File: config.mk
export PLATFORM = sky130hd
export DESIGN_NAME = mem_arbiter_flat
export DESIGN_NICKNAME = d
export VERILOG_FILES = /design/src/rtl/mem_arbiter_if.sv /design/src/rtl/mem_arbiter.sv /design/src/flat_wrapper.sv
export SDC_FILE = /design/constraint.sdc
export NUM_CORES = 1
export LEC_CHECK = 0
export CORE_AREA = 2 2 195 197
export CTS_BUF_LIST = sky130_fd_sc_hd__clkbuf_16
export DETAILED_ROUTE_END_ITERATION = 8
export DIE_AREA = 0 0 197 199
export PLACE_DENSITY_LB_ADDON = 0.3
export SLEW_MARGIN = 10
export SYNTH_ARGS = -nofsm -noshare
export SYNTH_HDL_FRONTEND = slang
export SYNTH_SLANG_ARGS = --single-unit
File: constraint.sdc
create_clock -name clk -period 2.1 [get_ports clk]
set_clock_uncertainty 0.15 [all_clocks]
set_input_delay 0.42 -clock clk [delete_from_list [all_inputs] [get_ports clk]]
set_output_delay 0.42 -clock clk [all_outputs]
set_load 0.005 [all_outputs]
File: src/rtl/mem_arbiter_if.sv
`default_nettype none
// =====================================================================
// Module      : mem_arbiter_if
// Description : Requester-side and memory-side signals of mem_arbiter.
// Revision    : 1.0 - initial release
// =====================================================================
interface mem_arbiter_if #(
  parameter int ADDR_W = 32,
  parameter int DATA_W = 64
);
  logic              p0_valid;
  logic              p0_rw;
  logic [ADDR_W-1:0] p0_addr;
  logic [DATA_W-1:0] p0_wdata;
  logic              p0_ready;
  logic [DATA_W-1:0] p0_rdata;
  logic              p0_err;

  logic              p1_valid;
  logic              p1_rw;
  logic [ADDR_W-1:0] p1_addr;
  logic [DATA_W-1:0] p1_wdata;
  logic              p1_ready;
  logic [DATA_W-1:0] p1_rdata;
  logic              p1_err;

  logic              mem_valid;
  logic              mem_rw;
  logic [ADDR_W-1:0] mem_addr;
  logic [DATA_W-1:0] mem_wdata;
  logic              mem_ready;
  logic [DATA_W-1:0] mem_rdata;

  // Arbiter side
  modport slave (
    input  p0_valid, p0_rw, p0_addr, p0_wdata,
    output p0_ready, p0_rdata, p0_err,
    input  p1_valid, p1_rw, p1_addr, p1_wdata,
    output p1_ready, p1_rdata, p1_err,
    output mem_valid, mem_rw, mem_addr, mem_wdata,
    input  mem_ready, mem_rdata
  );

  // Requesters plus memory
  modport master (
    output p0_valid, p0_rw, p0_addr, p0_wdata,
    input  p0_ready, p0_rdata, p0_err,
    output p1_valid, p1_rw, p1_addr, p1_wdata,
    input  p1_ready, p1_rdata, p1_err,
    input  mem_valid, mem_rw, mem_addr, mem_wdata,
    output mem_ready, mem_rdata
  );
endinterface
`default_nettype wire

File: src/rtl/mem_arbiter.sv
`default_nettype none
// =====================================================================
// Module      : mem_arbiter
// Description : Two-port round-robin arbiter in front of one memory
//               port, with a per-grant response timeout.
// Revision    : 1.0 - initial release
// =====================================================================
module mem_arbiter #(
  parameter int ADDR_W  = 32,
  parameter int DATA_W  = 64,
  parameter int TIMEOUT = 64
) (
  input  logic         clk,
  input  logic         n_rst,
  mem_arbiter_if.slave bus,
  output logic         busy,
  output logic         grant
);
  localparam int                 c_CNT_W    = $clog2(TIMEOUT) + 1;
  localparam logic [c_CNT_W-1:0] c_CNT_LAST = c_CNT_W'(TIMEOUT - 1);
  localparam logic [1:0]         c_IDLE     = 2'd0;
  localparam logic [1:0]         c_BUSY     = 2'd1;
  localparam logic [1:0]         c_DONE     = 2'd2;
  localparam logic [1:0]         c_DRAIN    = 2'd3;

  logic [1:0]         r_state;
  logic [1:0]         w_next;
  logic               r_last;
  logic               r_grant;
  logic               r_rw;
  logic               r_err;
  logic [ADDR_W-1:0]  r_addr;
  logic [DATA_W-1:0]  r_wdata;
  logic [DATA_W-1:0]  r_rdata0;
  logic [DATA_W-1:0]  r_rdata1;
  logic [c_CNT_W-1:0] r_cnt;

  logic w_any;
  logic w_pick;
  logic w_timeout;
  logic w_busy;
  logic w_mem_valid;
  logic w_p0_ready;
  logic w_p1_ready;

  assign w_any     = bus.p0_valid | bus.p1_valid;
  // On a tie the port that did not own the memory last wins
  assign w_pick    = (bus.p0_valid & bus.p1_valid) ? ~r_last : bus.p1_valid;
  assign w_timeout = (r_cnt == c_CNT_LAST) & ~bus.mem_ready;

  always_ff @(posedge clk or negedge n_rst) begin
    if (!n_rst) r_state <= c_IDLE;
    else        r_state <= w_next;
  end

  always_comb begin
    w_next = r_state;
    case (r_state)
      c_IDLE:  if (w_any) w_next = c_BUSY;
      c_BUSY:  if (bus.mem_ready || w_timeout) w_next = c_DONE;
      c_DONE:  w_next = c_DRAIN;
      c_DRAIN: if (!bus.mem_ready) w_next = c_IDLE;
      default: w_next = c_IDLE;
    endcase
  end

  always_comb begin
    w_busy      = (r_state != c_IDLE);
    w_mem_valid = (r_state == c_BUSY);
    w_p0_ready  = (r_state == c_DONE) & ~r_grant;
    w_p1_ready  = (r_state == c_DONE) &  r_grant;
  end

  always_ff @(posedge clk or negedge n_rst) begin
    if (!n_rst) begin
      r_last   <= 1'b1;
      r_grant  <= 1'b0;
      r_rw     <= 1'b0;
      r_addr   <= '0;
      r_wdata  <= '0;
      r_rdata0 <= '0;
      r_rdata1 <= '0;
      r_cnt    <= '0;
      r_err    <= 1'b0;
    end else begin
      case (r_state)
        c_IDLE: begin
          if (w_any) begin
            r_grant <= w_pick;
            r_last  <= w_pick;
            r_rw    <= w_pick ? bus.p1_rw    : bus.p0_rw;
            r_addr  <= w_pick ? bus.p1_addr  : bus.p0_addr;
            r_wdata <= w_pick ? bus.p1_wdata : bus.p0_wdata;
            r_cnt   <= '0;
          end
        end
        c_BUSY: begin
          // Exits at TIMEOUT-1 at the latest, so the extra MSB prevents wrap
          r_cnt <= r_cnt + 1'b1;
          if (bus.mem_ready) begin
            if (!r_rw) begin
              if (r_grant) r_rdata1 <= bus.mem_rdata;
              else         r_rdata0 <= bus.mem_rdata;
            end
          end else if (w_timeout) begin
            r_err <= 1'b1;
            if (r_grant) r_rdata1 <= '0;
            else         r_rdata0 <= '0;
          end
        end
        c_DRAIN: begin
          if (!bus.mem_ready) begin
            r_cnt <= '0;
            r_err <= 1'b0;
          end
        end
        default: ;
      endcase
    end
  end

  assign bus.mem_valid = w_mem_valid;
  assign bus.mem_rw    = r_rw;
  assign bus.mem_addr  = r_addr;
  assign bus.mem_wdata = r_wdata;
  assign bus.p0_ready  = w_p0_ready;
  assign bus.p1_ready  = w_p1_ready;
  assign bus.p0_err    = w_p0_ready & r_err;
  assign bus.p1_err    = w_p1_ready & r_err;
  assign bus.p0_rdata  = r_rdata0;
  assign bus.p1_rdata  = r_rdata1;
  assign busy          = w_busy;
  assign grant         = r_grant;

endmodule
`default_nettype wire
File: src/flat_wrapper.sv
// flat-port wrapper written by rule: the top's interface ports become plain ports
module mem_arbiter_flat 
#(
  parameter int ADDR_W  = 32,
  parameter int DATA_W  = 64,
  parameter int TIMEOUT = 64
)
  (clk, n_rst, busy, grant, bus_p0_valid, bus_p0_rw, bus_p0_addr, bus_p0_wdata, bus_p0_ready, bus_p0_rdata, bus_p0_err, bus_p1_valid, bus_p1_rw, bus_p1_addr, bus_p1_wdata, bus_p1_ready, bus_p1_rdata, bus_p1_err, bus_mem_valid, bus_mem_rw, bus_mem_addr, bus_mem_wdata, bus_mem_ready, bus_mem_rdata);
  mem_arbiter_if #(.ADDR_W(ADDR_W), .DATA_W(DATA_W)) bus_i ();
  input  logic clk;
  input  logic n_rst;
  output logic busy;
  output logic grant;
  input wire logic [$bits(bus_i.p0_valid)-1:0] bus_p0_valid;
  input wire logic [$bits(bus_i.p0_rw)-1:0] bus_p0_rw;
  input wire logic [$bits(bus_i.p0_addr)-1:0] bus_p0_addr;
  input wire logic [$bits(bus_i.p0_wdata)-1:0] bus_p0_wdata;
  output wire logic [$bits(bus_i.p0_ready)-1:0] bus_p0_ready;
  output wire logic [$bits(bus_i.p0_rdata)-1:0] bus_p0_rdata;
  output wire logic [$bits(bus_i.p0_err)-1:0] bus_p0_err;
  input wire logic [$bits(bus_i.p1_valid)-1:0] bus_p1_valid;
  input wire logic [$bits(bus_i.p1_rw)-1:0] bus_p1_rw;
  input wire logic [$bits(bus_i.p1_addr)-1:0] bus_p1_addr;
  input wire logic [$bits(bus_i.p1_wdata)-1:0] bus_p1_wdata;
  output wire logic [$bits(bus_i.p1_ready)-1:0] bus_p1_ready;
  output wire logic [$bits(bus_i.p1_rdata)-1:0] bus_p1_rdata;
  output wire logic [$bits(bus_i.p1_err)-1:0] bus_p1_err;
  output wire logic [$bits(bus_i.mem_valid)-1:0] bus_mem_valid;
  output wire logic [$bits(bus_i.mem_rw)-1:0] bus_mem_rw;
  output wire logic [$bits(bus_i.mem_addr)-1:0] bus_mem_addr;
  output wire logic [$bits(bus_i.mem_wdata)-1:0] bus_mem_wdata;
  input wire logic [$bits(bus_i.mem_ready)-1:0] bus_mem_ready;
  input wire logic [$bits(bus_i.mem_rdata)-1:0] bus_mem_rdata;
  assign bus_i.p0_valid = bus_p0_valid;
  assign bus_i.p0_rw = bus_p0_rw;
  assign bus_i.p0_addr = bus_p0_addr;
  assign bus_i.p0_wdata = bus_p0_wdata;
  assign bus_p0_ready = bus_i.p0_ready;
  assign bus_p0_rdata = bus_i.p0_rdata;
  assign bus_p0_err = bus_i.p0_err;
  assign bus_i.p1_valid = bus_p1_valid;
  assign bus_i.p1_rw = bus_p1_rw;
  assign bus_i.p1_addr = bus_p1_addr;
  assign bus_i.p1_wdata = bus_p1_wdata;
  assign bus_p1_ready = bus_i.p1_ready;
  assign bus_p1_rdata = bus_i.p1_rdata;
  assign bus_p1_err = bus_i.p1_err;
  assign bus_mem_valid = bus_i.mem_valid;
  assign bus_mem_rw = bus_i.mem_rw;
  assign bus_mem_addr = bus_i.mem_addr;
  assign bus_mem_wdata = bus_i.mem_wdata;
  assign bus_i.mem_ready = bus_mem_ready;
  assign bus_i.mem_rdata = bus_mem_rdata;
  mem_arbiter #(.ADDR_W(ADDR_W), .DATA_W(DATA_W), .TIMEOUT(TIMEOUT)) u_core (.clk(clk), .n_rst(n_rst), .bus(bus_i), .busy(busy), .grant(grant));
endmodule
==> results.json, run 1 <==
{
  "nFillCells": 3410,
  "rsz0062_at_grt": "yes",
  "grtUsageTotal": 0.206,
  "yosys.area.top_type": "dfrtp_1",
  "top_level_ports": 495,
  "tritoncts": "done",
  "slew_headroom": 0.601,
  "postPlaceCellArea_um2": 16700,
  "drt-initial-drc-count": 440,
  "syn-num-nets": 1209,
  "synth_area_leaders": "dfrtp_1 (54%), a22o_1 (21%), mux2i_1 (9.0%)",
  "critical_path_required_ps": 1530,
  "htreeDepth": 1,
  "ys.flop_type": "dfrtp_1",
  "antenna_found_initial": 11,
  "clk_pin_slew_worst_paths_ps": 60,
  "clock.fmax_mhz": 479,
  "async_flop_share": 1.00,
  "die_w_um": 197,
  "final-seq-area_um2": 5940,
  "hold_slack_ps": 207,
  "avgSynthCellArea_um2": 11.6,
  "tns_ps": 0,
  "design_area_um2": 17800,
  "min_path_type": "in -> reg",
  "fin_crit_ps": 2090,
  "netlist_area_um2": 10900,
  "ant_nets": 0,
  "die_h_um": 199,
  "synth-seq-area-share": 0.545,
  "synth_top_area_frac": 0.542,
  "busiest_layer": "met2",
  "hpwl_um": 30400,
  "gp_congestion": 0.851,
  "yosysWarnings": 0,
  "cp-end-kind": "output port",
  "core_um2": 37100,
  "use_met2": 0.351,
  "clock_latency_ps": 540,
  "nets": 1717,
  "clock_sinks": 237,
  "outcome": "complete, no violations",
  "power.total_mw": 24.1,
  "synthToLayoutAreaGrowth_pct": 63.1,
  "grt_util_met1": 0.246,
  "synth_edf_count": 0,
  "portBuffers": 494,
  "initial_core_util": 0.293,
  "dieArea_um2": 39200,
  "post_synth_num_cell_types": 35,
  "met3_usage": 0.0715,
  "cts-root-buf": "clkbuf_16",
  "drive_above_1_share": 0.0935,
  "cts_buffers": 27,
  "arrival_ps": 1520,
  "grt_max_degree": 81,
  "dr.pass1.iters": 5,
  "synth_seq_cells": 237,
  "crit_fanout": 5,
  "cap_violations": 0,
  "vias_per_cell": 5.10,
  "multiInputGateArea_um2": 4600,
  "clock_path_buffers": 3,
  "drc": 0,
  "placementRows": 71,
  "ir_drop_mv": 0.588,
  "grt-ovfl-total": 0,
  "grt_pass1_wl_um": 62300,
  "p_leak_nw": 7.55,
  "post_drt_wl_per_cell_um": 21.7,
  "via_count": 9923,
  "power_density_nw_per_um2": 1360,
  "worst_pin_slew_ps": 599,
  "setup_viol": 0,
  "syn_inst": 940,
  "finalCritPeriodShare": 0.994,
  "final_util": 0.479,
  "finalHoldViolations": 0,
  "path_class": "reg -> out",
  "start_kind": "register",
  "slew_viol_final": 0,
  "wl_um": 42200,
  "grt_pass1_vias": 10200
}
## report_power, final
part | leakage (nW) | switching (mW) | internal (mW)
sequential | 2.70 | 1.51 | 6.59
clock | 0.421 | 1.91 | 2.43
combinational | 4.43 | 4.61 | 7.04
## metal layers
layer / vias to the layer above / share of wire
met5: - / 0.00097
met4: 6 / 0.022
met3: 63 / 0.094
met2: 376 / 0.50
met1: 4928 / 0.39
li1: 4550 / -
## kinds of logic after synthesis
| kind of cell | share of synthesized area |
|---|---|
| simple gates | 0.0487 |
| fa+ha+maj | 0.00689 |
| flops | 0.545 |
| mux | 0.0911 |
| compound gates | 0.267 |
| buf+inv | 0.0419 |
## cells in the final DEF (no fill, tap or decap), types with 3 or more instances in the layout
master / Yosys / final
nand2_1: 102 / 101
clkinv_1: 0 / 3
diode_2: 0 / 7
and2_1: 4 / 4
dlygate4sd2_1: 0 / 7
clkbuf_16: 0 / 28
o21ai_1: 19 / 20
clkinv_2: 0 / 7
nor2_1: 4 / 3
inv_1: 6 / 11
nand3_1: 3 / 3
buf_4: 7 / 47
buf_2: 20 / 5
a22o_1: 258 / 258
clkdlybuf4s50_1: 0 / 463
o21ai_0: 89 / 88
ha_4: 0 / 3
mux2i_1: 98 / 98
dlymetal6s2s_1: 0 / 16
buf_12: 0 / 23
o21ai_4: 0 / 3
dfrtp_1: 236 / 234
## final timing paths
| kind | startpoint | endpoint | slack [ps] | cells after the start |
|---|---|---|---|---|
| min in group asynchronous | n_rst | u_core.bus.p0_rdata[29] | 260 | 2 |
| worst max-delay path | u_core.r_state[1] | bus_p1_err | 10 | 4 |
| worst min register to register | u_core.bus.mem_wdata[25] | u_core.bus.mem_wdata[25] | 330 | 2 |
| max in group asynchronous | n_rst | u_core.bus.p0_rdata[57] | 900 | 3 |
| worst min-delay path | bus_mem_ready | u_core.r_err | 210 | 3 |
| worst max register to register | u_core.r_state[1] | u_core.r_cnt[4] | 90 | 7 |
## synthesized netlist by cell type, types with 2 or more instances
cell and instances:
a22o_1 258, and2_1 4, clkbuf_1 54, buf_2 20
nand2_1 102, nand3_1 3, o21ai_2 3, ha_1 6
nand2b_1 2, mux2i_1 98, o21ai_0 89, buf_4 7
o31ai_1 2, nor2_1 4, buf_6 7, nor2b_1 3
inv_1 6, a21oi_1 2, o21ai_1 19, dfrtp_1 236
## layout make-up
cell class / instances / share of cell area
sequential: 237 / 0.334
timing repair buffer: 567 / 0.327
tap: 474 / 0.0334
clock inverter: 19 / 0.00627
inverter: 6 / 0.00127
antenna: 7 / 0.000986
multi-input combinational: 609 / 0.259
clock buffer: 27 / 0.0380
## metrics by stage
stage               setup slack, ps  cells
CTS                            1.88   1932
global route                  -67.8   1944
floorplan                       136    940
detailed placement             -164   1875
finish                         13.5   1946
global placement              -75.8   1875
## worst max-delay path, cell delays in order (launching register included)
cell,delay [ps]
dfrtp_1,410
buf_6,140
ha_4,170
and3_1,130
buf_2,120
## state kept, by name, indices dropped and copies added (netlist names), 2 cells and up
name and count:
u_core.bus.p0_rdata 64, u_core.bus.mem_wdata 64, u_core.bus.mem_addr 32, u_core.bus.p1_rdata 64, u_core.r_cnt 7, u_core.r_state 2
## what timing repair did
item / 4_1_cts / 5_1_grt
pin swaps: 2 / 4
resized for setup: 36 / 25
hold buffers: 1 / 0
setup buffers: 10 / 6
hold endpoints to repair: 42 / 0
endpoints found under the setup margin: 15 / 72
gates cloned: 0 / 1
No activity file was read; power rests on OpenSTA's default activity.
==> inputs of run 2 (changes only) <==
--- a/config.mk
+++ b/config.mk
@@ -10,6 +10,7 @@
 export DETAILED_ROUTE_END_ITERATION = 8
 export DIE_AREA = 0 0 197 199
 export PLACE_DENSITY_LB_ADDON = 0.3
+export RECOVER_POWER = 50
 export SLEW_MARGIN = 10
 export SYNTH_ARGS = -nofsm -noshare
 export SYNTH_HDL_FRONTEND = slang
==> results.json, run 2 (synthesis results as in run 1) <==
{
  "outcome": "complete, no violations",
  "path_cells": "buf_6, ha_4, and3_1, buf_2",
  "crit_fanout": 5,
  "path_class": "reg -> out",
  "grtUsageTotal": 0.206,
  "cp_num_buf_inv": 2,
  "placementRows": 71,
  "cp.depth": 4,
  "layout_common_cells": "clkdlybuf4s50_1 (463), a22o_1 (258), dfrtp_1 (234), nand2_1 (101), mux2i_1 (98)",
  "drt-initial-drc-count": 415,
  "worstHoldPathCells": 3,
  "drive_above_1_share": 0.0922,
  "worst_pin_slew_ps": 825,
  "final_util": 0.477,
  "slew_headroom": 0.450,
  "min_path_type": "in -> reg",
  "final-seq-area_um2": 5940,
  "clock.fmax_mhz": 479,
  "synthToLayoutAreaGrowth_pct": 62.4,
  "layout_commonest_cell": "clkdlybuf4s50_1",
  "core_um2": 37100,
  "nFillCells": 3420,
  "rsz0062_at_grt": "yes",
  "grt_pass1_wl_um": 62300,
  "cp-end-kind": "output port",
  "die_h_um": 199,
  "portBuffers": 494,
  "design_area_um2": 17700,
  "gp_congestion": 0.851,
  "reg2reg_depth": 7,
  "finalCritPeriodShare": 0.994,
  "grt_pass1_vias": 10200,
  "finalHoldViolations": 0,
  "arrival_ps": 1520,
  "vias_per_cell": 5.12,
  "post_drt_wl_per_cell_um": 21.7,
  "crit_family": "flip-flops",
  "slew_viol_final": 0,
  "antenna_found_initial": 11,
  "power.total_mw": 24.1,
  "fin_crit_ps": 2090,
  "dr.pass1.iters": 5,
  "start_kind": "register",
  "via_count": 9976,
  "clock_sinks": 237,
  "htreeDepth": 1,
  "p_leak_nw": 7.52,
  "grt_max_degree": 81,
  "setup_viol": 0,
  "slowest_stage": "dfrtp_1",
  "power_density_nw_per_um2": 1360,
  "clock_latency_ps": 540,
  "ir_drop_mv": 0.588,
  "wl_um": 42200,
  "tritoncts": "done",
  "dieArea_um2": 39200,
  "hpwl_um": 30400,
  "cts_buffers": 27,
  "top_level_ports": 495,
  "hold_slack_ps": 205,
  "nets": 1717,
  "multiInputGateArea_um2": 4600,
  "initial_core_util": 0.293,
  "ant_nets": 0,
  "grt-ovfl-total": 0,
  "postPlaceCellArea_um2": 16700,
  "drc": 0,
  "cts-root-buf": "clkbuf_16",
  "die_w_um": 197,
  "place_ws_ps": -164,
  "clk_pin_slew_worst_paths_ps": 60,
  "cap_violations": 0,
  "critical_path_required_ps": 1530,
  "clock_path_buffers": 3,
  "fin_ws_ps": 13.0,
  "cpPeakStageDelay_ps": 410
}
run 2: changes by cell type in the layout (fill, tap and decap cells not counted), sizes merged:
cell / change
clkbuf: +9
buf: -9
diode: +1
run 2: metrics by stage:
| stage | std cells | TNS (ps) |
|---|---|---|
| finish | 1947 | 0 |
| global route | 1944 | -2000 |
| CTS | 1932 | 0 |
| detailed placement | 1875 | -1280 |
| global placement | 1875 | -414 |
| floorplan | 940 | 0 |
run 2: repair_timing:
action	in CTS	in global routing
gates cloned	0	1
hold buffers	1	0
pin swaps	2	4
resized for setup	36	25
setup endpoints to repair	15	72
endpoints found under the hold margin	42	0
buffers inserted	10	6
run 2: worst min-delay path: cells and delay by family:
kind,cells,cell delay [ps]
buf+inv,1,170
simple gates,1,140
compound gates,1,110
run 2: layout make-up:
cell class / instances / area share
clock buffers: 27 / 0.0382
inverters: 6 / 0.00127
multi-input cells: 609 / 0.260
clock inverters: 19 / 0.00629
diodes: 8 / 0.00113
flip-flops and latches: 237 / 0.336
well taps: 474 / 0.0335
repair buffers: 567 / 0.324
run 2: path summary, 6_finish.rpt:
check                                          from                       end  slack, ps
min reg2reg                u_core.bus.mem_wdata[25]  u_core.bus.mem_wdata[25]        330
max reg2reg                       u_core.r_state[1]           u_core.r_cnt[4]         90
min in group asynchronous                     n_rst   u_core.bus.p0_rdata[29]        400
min                                   bus_mem_ready              u_core.r_err        200
max                               u_core.r_state[1]                bus_p1_err         10
max in group asynchronous                     n_rst   u_core.bus.p1_rdata[56]        170
run 2: routing by layer:
layer  GRT usage  wire [um]
met5           0         41
met1       0.246      16500
met4      0.0643        927
met3      0.0715       3920
met2       0.351      20800
run 2: power breakdown:
group / leakage [nW] / internal, mW / switching (mW) / total, mW
Sequential: 2.70 / 6.59 / 1.51 / 8.10
Combinational: 4.40 / 7.02 / 4.61 / 11.6
Clock: 0.421 / 2.43 / 1.91 / 4.34
==> inputs of run 3 (changes only) <==
--- a/config.mk
+++ b/config.mk
@@ -5,12 +5,11 @@
 export SDC_FILE = /design/constraint.sdc
 export NUM_CORES = 1
 export LEC_CHECK = 0
-export CORE_AREA = 2 2 195 197
-export CTS_BUF_LIST = sky130_fd_sc_hd__clkbuf_16
+export CORE_AREA = 4 4 191 193
+export CTS_BUF_LIST = sky130_fd_sc_hd__clkbuf_8
 export DETAILED_ROUTE_END_ITERATION = 8
-export DIE_AREA = 0 0 197 199
+export DIE_AREA = 0 0 195 197
 export PLACE_DENSITY_LB_ADDON = 0.3
-export RECOVER_POWER = 50
 export SLEW_MARGIN = 10
 export SYNTH_ARGS = -nofsm -noshare
 export SYNTH_HDL_FRONTEND = slang
==> results.json, run 3 (synthesis results as in run 1) <==
{
  "postPlaceCellArea_um2": 16700,
  "layout_commonest_cell": "clkdlybuf4s50_1",
  "vias_per_cell": 5.13,
  "clock_latency_ps": 550,
  "grt_pass1_wl_um": 64500,
  "path_class": "reg -> out",
  "critical_path_required_ps": 1530,
  "initial_core_util": 0.315,
  "min_path_type": "in -> reg",
  "hpwl_um": 31000,
  "layout_common_cells": "clkdlybuf4s50_1 (435), a22o_1 (258), dfrtp_1 (234), nand2_1 (102), mux2i_1 (98)",
  "rr_startpoint": "u_core.r_cnt[1]",
  "clk_pin_slew_worst_paths_ps": 50,
  "p_leak_nw": 7.80,
  "placementRows": 68,
  "finalCritPeriodShare": 0.992,
  "die_w_um": 195,
  "ir_drop_mv": 0.634,
  "dr.pass1.iters": 5,
  "drive_above_1_share": 0.117,
  "p_sw_frac": 0.332,
  "portBuffers": 494,
  "clock_sinks": 237,
  "slowest_stage": "dfrtp_1",
  "nets": 1739,
  "cts-root-buf": "clkbuf_8",
  "fin_cells": 1966,
  "hold_slack_ps": 94.4,
  "p_comb_frac": 0.476,
  "crit_family": "flip-flops",
  "intPower_mw": 16.5,
  "antenna_found_initial": 14,
  "start_kind": "register",
  "power_density_nw_per_um2": 1370,
  "finalHoldViolations": 0,
  "clock_path_buffers": 3,
  "clkPwrFrac": 0.199,
  "p_sw_mw": 8.21,
  "outcome": "complete, no violations",
  "path_cells": "buf_6, ha_4, and3_1, buf_2",
  "post_drt_wl_per_cell_um": 22.0,
  "wl_um": 43300,
  "via_count": 10100,
  "gp_congestion": 0.849,
  "dp.cells": 1856,
  "power_frac_seq": 0.325,
  "grt-ovfl-total": 0,
  "startpoint": "u_core.r_state[1]",
  "crit_fanout": 5,
  "cts_buffers": 46,
  "fin_crit_ps": 2080,
  "core_um2": 34500,
  "min_from": "bus_mem_ready",
  "power.total_mw": 24.7,
  "top_level_ports": 495,
  "grtUsageTotal": 0.213,
  "dieArea_um2": 38400,
  "cpPeakStageDelay_ps": 410,
  "drc": 0,
  "tns_ps": 0,
  "cap_violations": 0,
  "design_area_um2": 18100,
  "ant_nets": 0,
  "slew_viol_final": 0,
  "grt_pass1_vias": 10500,
  "slew_headroom": 0.586,
  "tritoncts": "done",
  "cp_num_buf_inv": 2,
  "die_h_um": 197,
  "worst_pin_slew_ps": 621,
  "synthToLayoutAreaGrowth_pct": 65.7,
  "cp-end-kind": "output port",
  "clock.fmax_mhz": 480,
  "arrival_ps": 1510,
  "grt_max_degree": 127,
  "rsz0062_at_grt": "yes",
  "drt-initial-drc-count": 562,
  "htreeDepth": 2,
  "setup_viol": 0
}
## run 3: routing by layer
metal | routed length (um) | vias up | GRT usage
li1 | - | 4618 | -
met2 | 21400 | 426 | 0.359
met5 | 22 | - | 0
met3 | 4200 | 65 | 0.0841
met1 | 16700 | 4972 | 0.252
met4 | 1030 | 4 | 0.0626
## run 3: power groups by stage
stage	clock network (mW)	registers, mW	logic (mW)
6_report	4.93	8.04	11.8
5_1_grt	5.29	8.30	12.8
4_1_cts	5.07	8.03	11.8
3_5_place_dp	0	8.09	11.6
3_3_place_gp	0	8.04	11.4
2_1_floorplan	0	8.00	5.04
## run 3: cell type report
| cell class | instances | area, um2 |
|---|---|---|
| multi-input combinational | 609 | 4620 |
| antenna | 9 | 22.5 |
| clock buffer | 61 | 840 |
| tap | 455 | 569 |
| clock inverter | 19 | 144 |
| timing repair buffer | 570 | 5900 |
| inverter | 6 | 22.5 |
| sequential | 237 | 5940 |
| fill | 3104 | 16500 |
## run 3: worst paths after layout
check	endpoint	slack [ps]	cells past startpoint
max	bus_p1_err	20	4
min	u_core.bus.p1_rdata[63]	90	2
max reg2reg	u_core.bus.p1_rdata[58]	20	6
min reg2reg	u_core.bus.mem_addr[18]	330	2
max in group asynchronous	u_core.bus.mem_addr[0]	820	3
min in group asynchronous	u_core.bus.p0_rdata[48]	270	2
## run 3: timing repair
action                                 4_1_cts  5_1_grt
hold buffers                                 1        0
endpoints found under the hold margin       47        0
pin swaps                                    0        4
cloned                                       0        1
resized for setup                           45       51
setup endpoints to repair                   43      154
setup buffers                               10       10
## run 3: through the flow
stage               setup WS (ps)   util
floorplan                     136      -
global placement             -170  0.484
detailed placement           -216  0.484
CTS                          -154  0.515
global route                -38.9  0.523
finish                       16.7  0.523
==> variant 1: new RTL, flow settings as in run 1 <==
`ADDR_W` is set to 32 in 3 places; all go to 64.
--- a/src/rtl/mem_arbiter_if.sv
+++ b/src/rtl/mem_arbiter_if.sv
@@ -6,5 +6,5 @@
 // =====================================================================
 interface mem_arbiter_if #(
-  parameter int ADDR_W = 32,
+  parameter int ADDR_W = 64,
   parameter int DATA_W = 64
 );
--- a/src/rtl/mem_arbiter.sv
+++ b/src/rtl/mem_arbiter.sv
@@ -7,5 +7,5 @@
 // =====================================================================
 module mem_arbiter #(
-  parameter int ADDR_W  = 32,
+  parameter int ADDR_W  = 64,
   parameter int DATA_W  = 64,
   parameter int TIMEOUT = 64
--- a/src/flat_wrapper.sv
+++ b/src/flat_wrapper.sv
@@ -2,5 +2,5 @@
 module mem_arbiter_flat 
 #(
-  parameter int ADDR_W  = 32,
+  parameter int ADDR_W  = 64,
   parameter int DATA_W  = 64,
   parameter int TIMEOUT = 64
Interface: changed (resized bus_mem_addr, bus_p0_addr and bus_p1_addr); port bits go from 495 to 591. No check against the original RTL was run, so the function may have changed too.
==> variant 1 against run 1 <==
Sequential cell count grew 32; wire length grew 15%; final area grew 15%; worst hold slack lost 0.15 ns; count of clock-buffer cells in the layout grew 4; first-iteration DRC count grew 20%; sequential power grew 13%; worst setup slack gained 0.0076 ns; maximum frequency grew 0.37%; synthesized area grew 13%; power grew 14%; core utilization grew 7.1 points; non-clock buffer count grew 108; critical path type unchanged; largest power group unchanged.
==> variant 1: results (changes against run 1) <==
metric;value;unit;change
outcome;completed;;
initial antenna violation count;12;;+1
met2 Usage GRT;39.3;%;+4.2 points
Hold Crit Endpoint;u_core.bus.p1_rdata[63];;
FMAX;0.481;GHz;+0.37%
Synth warnings;0;;unchanged
worst ir drop on vdd;0.721;mV;+22%
PortBufs;590;;+19%
Fillers;3224;;-5.5%
layout cell share with drive strength beyond 1;9.13;%;-0.22 points
Nets;2020;;+18%
Worst Hold Launch;bus_mem_ready;;
met1 Track Usage GR;27.8;%;+3.3 points
clock slew at the register clock pins of the worst setup and hold paths;0.06;ns;about the same
gpl congestion;0.909;;+6.9%
Routed met2 length;24100;µm;+15%
Setup WS pre-CTS;-0.155;ns;+0.00955 ns
first-pass GRT wire length;70100;µm;+12%
clk root buf;clkbuf_16;;
overall global routing resource usage;23.3;%;+2.7 points
M1 WL;18500;µm;+13%
Post-synth top cells;dfrtp_1, a22o_1, nand2_1;;
crit path kind;register to output pin;;
Clock Path Buffers;3;;unchanged
Max-slew headroom;58.8;%;-1.3 points
clk_lat worst skew;0.56;ns;+0.02 ns
FF-to-FF path depth;9;;+2
Synth area leaders;dfrtp_1, a22o_1, mux2i_1;;
per-cell routed wire length;22.1;µm;+1.8%
vias in the first global route;11500;;+13%
Compound-Gate Fraction of Synth Area;24.8;%;-1.8 points
met3 wire len;4650;µm;+18%
total leakage power;8.96;nW;+19%
hpwl dp;34800;µm;+14%
total CTS buffers;31;;+15%
worst r2r src;u_core.r_state[1];;
xor/xnor share of the synthesized area;0;%;unchanged
post-synthesis mux area share;10.6;%;+1.5 points
DRT iter0 DRCs;528;;+20%
r2r endpoint;u_core.r_cnt[5];;
Mapped Nets;1410;;+17%
CP max stage delay;0.40;ns;
adder-cell share of the synthesized area;0.608;%;-0.081 points
hold path cells;2;;-1
CP top delay family;flip-flops;;
vias per cell;5.14;;+0.89%
pin count of the biggest net entering global routing;127;;+57%
sequential share of the synthesized area;54.5;%;about the same
CP endpoint;bus_p1_err;;
met3 Resource Use GR;8.22;%;+1.1 points
variant 1: stage by stage:
stage | cells | cell area (µm²) | power [mW] | TNS (ns) | hold slack (ns)
after floorplan | 1077 | 12400 | 14.8 | 0 | -0.0256
after global placement | 2105 | 19100 | 22.1 | -7.50 | 0.182
final | 2193 | 20400 | 27.5 | 0 | 0.0560
after global routing | 2192 | 20400 | 29.2 | -0.201 | 0.0460
after detailed placement | 2105 | 19100 | 22.3 | -8.80 | 0.182
after CTS | 2175 | 20100 | 27.6 | -0.0318 | 0.0282
variant 1: timing repair:
item                                   4_1_cts  5_1_grt
buffers inserted                            15        5
hold buffers                                 1        0
resized for setup                           55       59
cloned                                       0        2
setup endpoints to repair                   31      102
pin swaps                                    1        2
endpoints found under the hold margin      217        0
variant 1: cell type report:
class                           count  share of cell area (%)
Multi-Input combinational cell    706                    25.5
Sequential cell                   269                    33.0
Clock buffer                       31                    3.80
Clock inverter                     23                   0.644
Tap cell                          474                    2.91
Antenna cell                       11                   0.135
Timing Repair Buffer              675                    33.9
Inverter                            4                  0.0736
variant 1: report_power, final:
part           switching, mW  internal (mW)
clock                   2.20           2.77
sequential              1.65           7.50
combinational           5.48           7.92
variant 1: cells by family (layout without fill, tap and decap cells):
kind of cell               count (synthesis)  after routing
buffers and inverters                    102            733
DFF                                      269            269
other                                      0             11
muxes                                    131            131
and+or+nand+nor                          157            157
AOI/OAI and AO/OA                        412            412
adders and majority gates                  6              6
variant 1: worst register-to-register path, cell delays in order, from the launching register on:
cell and delay [ns]:
dfrtp_1 0.37, inv_2 0.08, ha_4 0.17, buf_4 0.13, nor3b_1 0.14, buf_4 0.14, a21oi_1 0.15, buf_4 0.13
nand3b_1 0.19, o41ai_2 0.26
==> variant 2: new RTL, config.mk and constraints of run 1 <==
Without the edit above. Register the output `bus.p1_err`; this adds one clock of latency there.
--- a/src/rtl/mem_arbiter.sv
+++ b/src/rtl/mem_arbiter.sv
@@ -127,5 +127,7 @@
   assign bus.p1_ready  = w_p1_ready;
   assign bus.p0_err    = w_p0_ready & r_err;
-  assign bus.p1_err    = w_p1_ready & r_err;
+  always_ff @(posedge clk) begin
+    bus.p1_err <= w_p1_ready & r_err;
+  end
   assign bus.p0_rdata  = r_rdata0;
   assign bus.p1_rdata  = r_rdata1;
Check against the original RTL: not settled (the Yosys comparison gave no result); the edit may change what the design does.
==> variant 2 against run 1 <==
First-iteration DRC count grew 22%; synthesized area is 1.4% higher; power is 5.1% higher; wire length is 1.6% higher; final area grew 2.1%; die area unchanged; core utilization rose by 1.0 points; worst setup slack improved by 0.024 ns; sequential cell count is 1 higher; non-clock buffer count is 16 higher; critical path type unchanged; largest power group unchanged; highest routed layer unchanged.
==> variant 2: results (changes against run 1) <==
metric;value;unit;change
CP max stage delay;0.61;ns;+0.20 ns
ys async rst share;99.6;%;-0.42 points
Post-synth top cells;a22o_1, dfrtp_1, o21ai_1;;
Max-slew headroom;61.0;%;+0.93 points
DRT iter0 DRCs;535;;+22%
DRT Pass-1 Iters;6;;+1
xor/xnor share of the synthesized area;0;%;unchanged
hpwl dp;31200;µm;+2.5%
hold path cells;2;;-1
Setup WS pre-CTS;-0.187;ns;-0.0227 ns
post-CTS setup buffers;9;;-1
Nets;1735;;+1.0%
worst ir drop on vdd;0.625;mV;+6.3%
number of gates resized after cts;41;;+14%
Routed met2 length;20800;µm;-0.34%
clk_lat worst skew;0.55;ns;
r2r endpoint;u_core.bus.p1_rdata[41];;
total leakage power;7.67;nW;+1.6%
overall global routing resource usage;20.9;%;+0.30 points
setup slack, reg-to-reg;0.04;ns;-0.05 ns
layout cell share with drive strength beyond 1;10.8;%;+1.5 points
met3 wire len;3700;µm;-6.5%
worst r2r src;u_core.r_cnt[0];;
Hold Crit Endpoint;u_core.bus.p0_rdata[25];;
met2 Usage GRT;35.1;%;about the same
Synth warnings;0;;unchanged
CP Max Fanout;2;;-3
M1 WL;17000;µm;+4.1%
final hold slack;0.204;ns;-0.00264 ns
clk root buf;clkbuf_16;;
Clock Path Buffers;3;;unchanged
post-synthesis mux area share;8.99;%;-0.12 points
total CTS buffers;28;;+3.7%
CP max stage cell;clkdlybuf4s50_1;;
first-pass GRT wire length;63000;µm;+1.1%
sequential share of the synthesized area;53.9;%;-0.55 points
outcome;completed;;
Placed Area;17000;µm²;+1.2%
gpl congestion;0.864;;+1.6%
pin count of the biggest net entering global routing;91;;+12%
met1 Track Usage GR;24.9;%;+0.33 points
adder-cell share of the synthesized area;0.680;%;-0.0093 points
initial antenna violation count;10;;-1
CP top delay family;buffers and inverters;;
Compound-Gate Fraction of Synth Area;26.5;%;-0.13 points
per-cell routed wire length;21.8;µm;+0.51%
DP Cell Count;1890;;+0.80%
total wire length;42900;µm;+1.6%
Synth area leaders;dfrtp_1, a22o_1, mux2i_1;;
met3 Resource Use GR;7.02;%;-0.14 points
FF-to-FF path depth;7;;unchanged
Worst Hold Launch;bus_mem_ready;;
cells after synthesis;941;;+0.11%
routed via count;10000;;+0.81%
Netlist cell types;40;;+14%
Mapped Nets;1210;;+0.083%
variant 2: how the worst max path moves through the flow:
stage,start,slack [ns],cells after the start,to
2_1_floorplan,u_core.r_state[1],0.14,9,u_core.bus.p1_rdata[0]
3_3_place_gp,bus_p1_valid,-0.13,6,u_core.bus.mem_wdata[6]
3_5_place_dp,bus_p0_valid,-0.19,5,u_core.r_cnt[4]
4_1_cts,u_core.bus.mem_addr[2],0.002,1,bus_mem_addr[2]
5_1_grt,u_core.r_state[0],-0.03,5,bus_p0_err
6_report,u_core.bus.mem_wdata[60],0.04,1,bus_mem_wdata[60]
variant 2: area by class of cell:
cell class                      count  area (µm²)
Fill cell                        3348       19000
Timing Repair Buffer              583        6000
Sequential cell                   238        5960
Multi-Input combinational cell    609        4600
Clock buffer                       29         726
Tap cell                          474         593
Clock inverter                     22         228
Inverter                            6        22.5
Antenna cell                        7        17.5
variant 2: where the power goes:
part	internal, mW	switching [mW]
Sequential	6.61	1.48
Clock	3.10	2.01
Combinational	7.35	4.77
Total	17.1	8.27
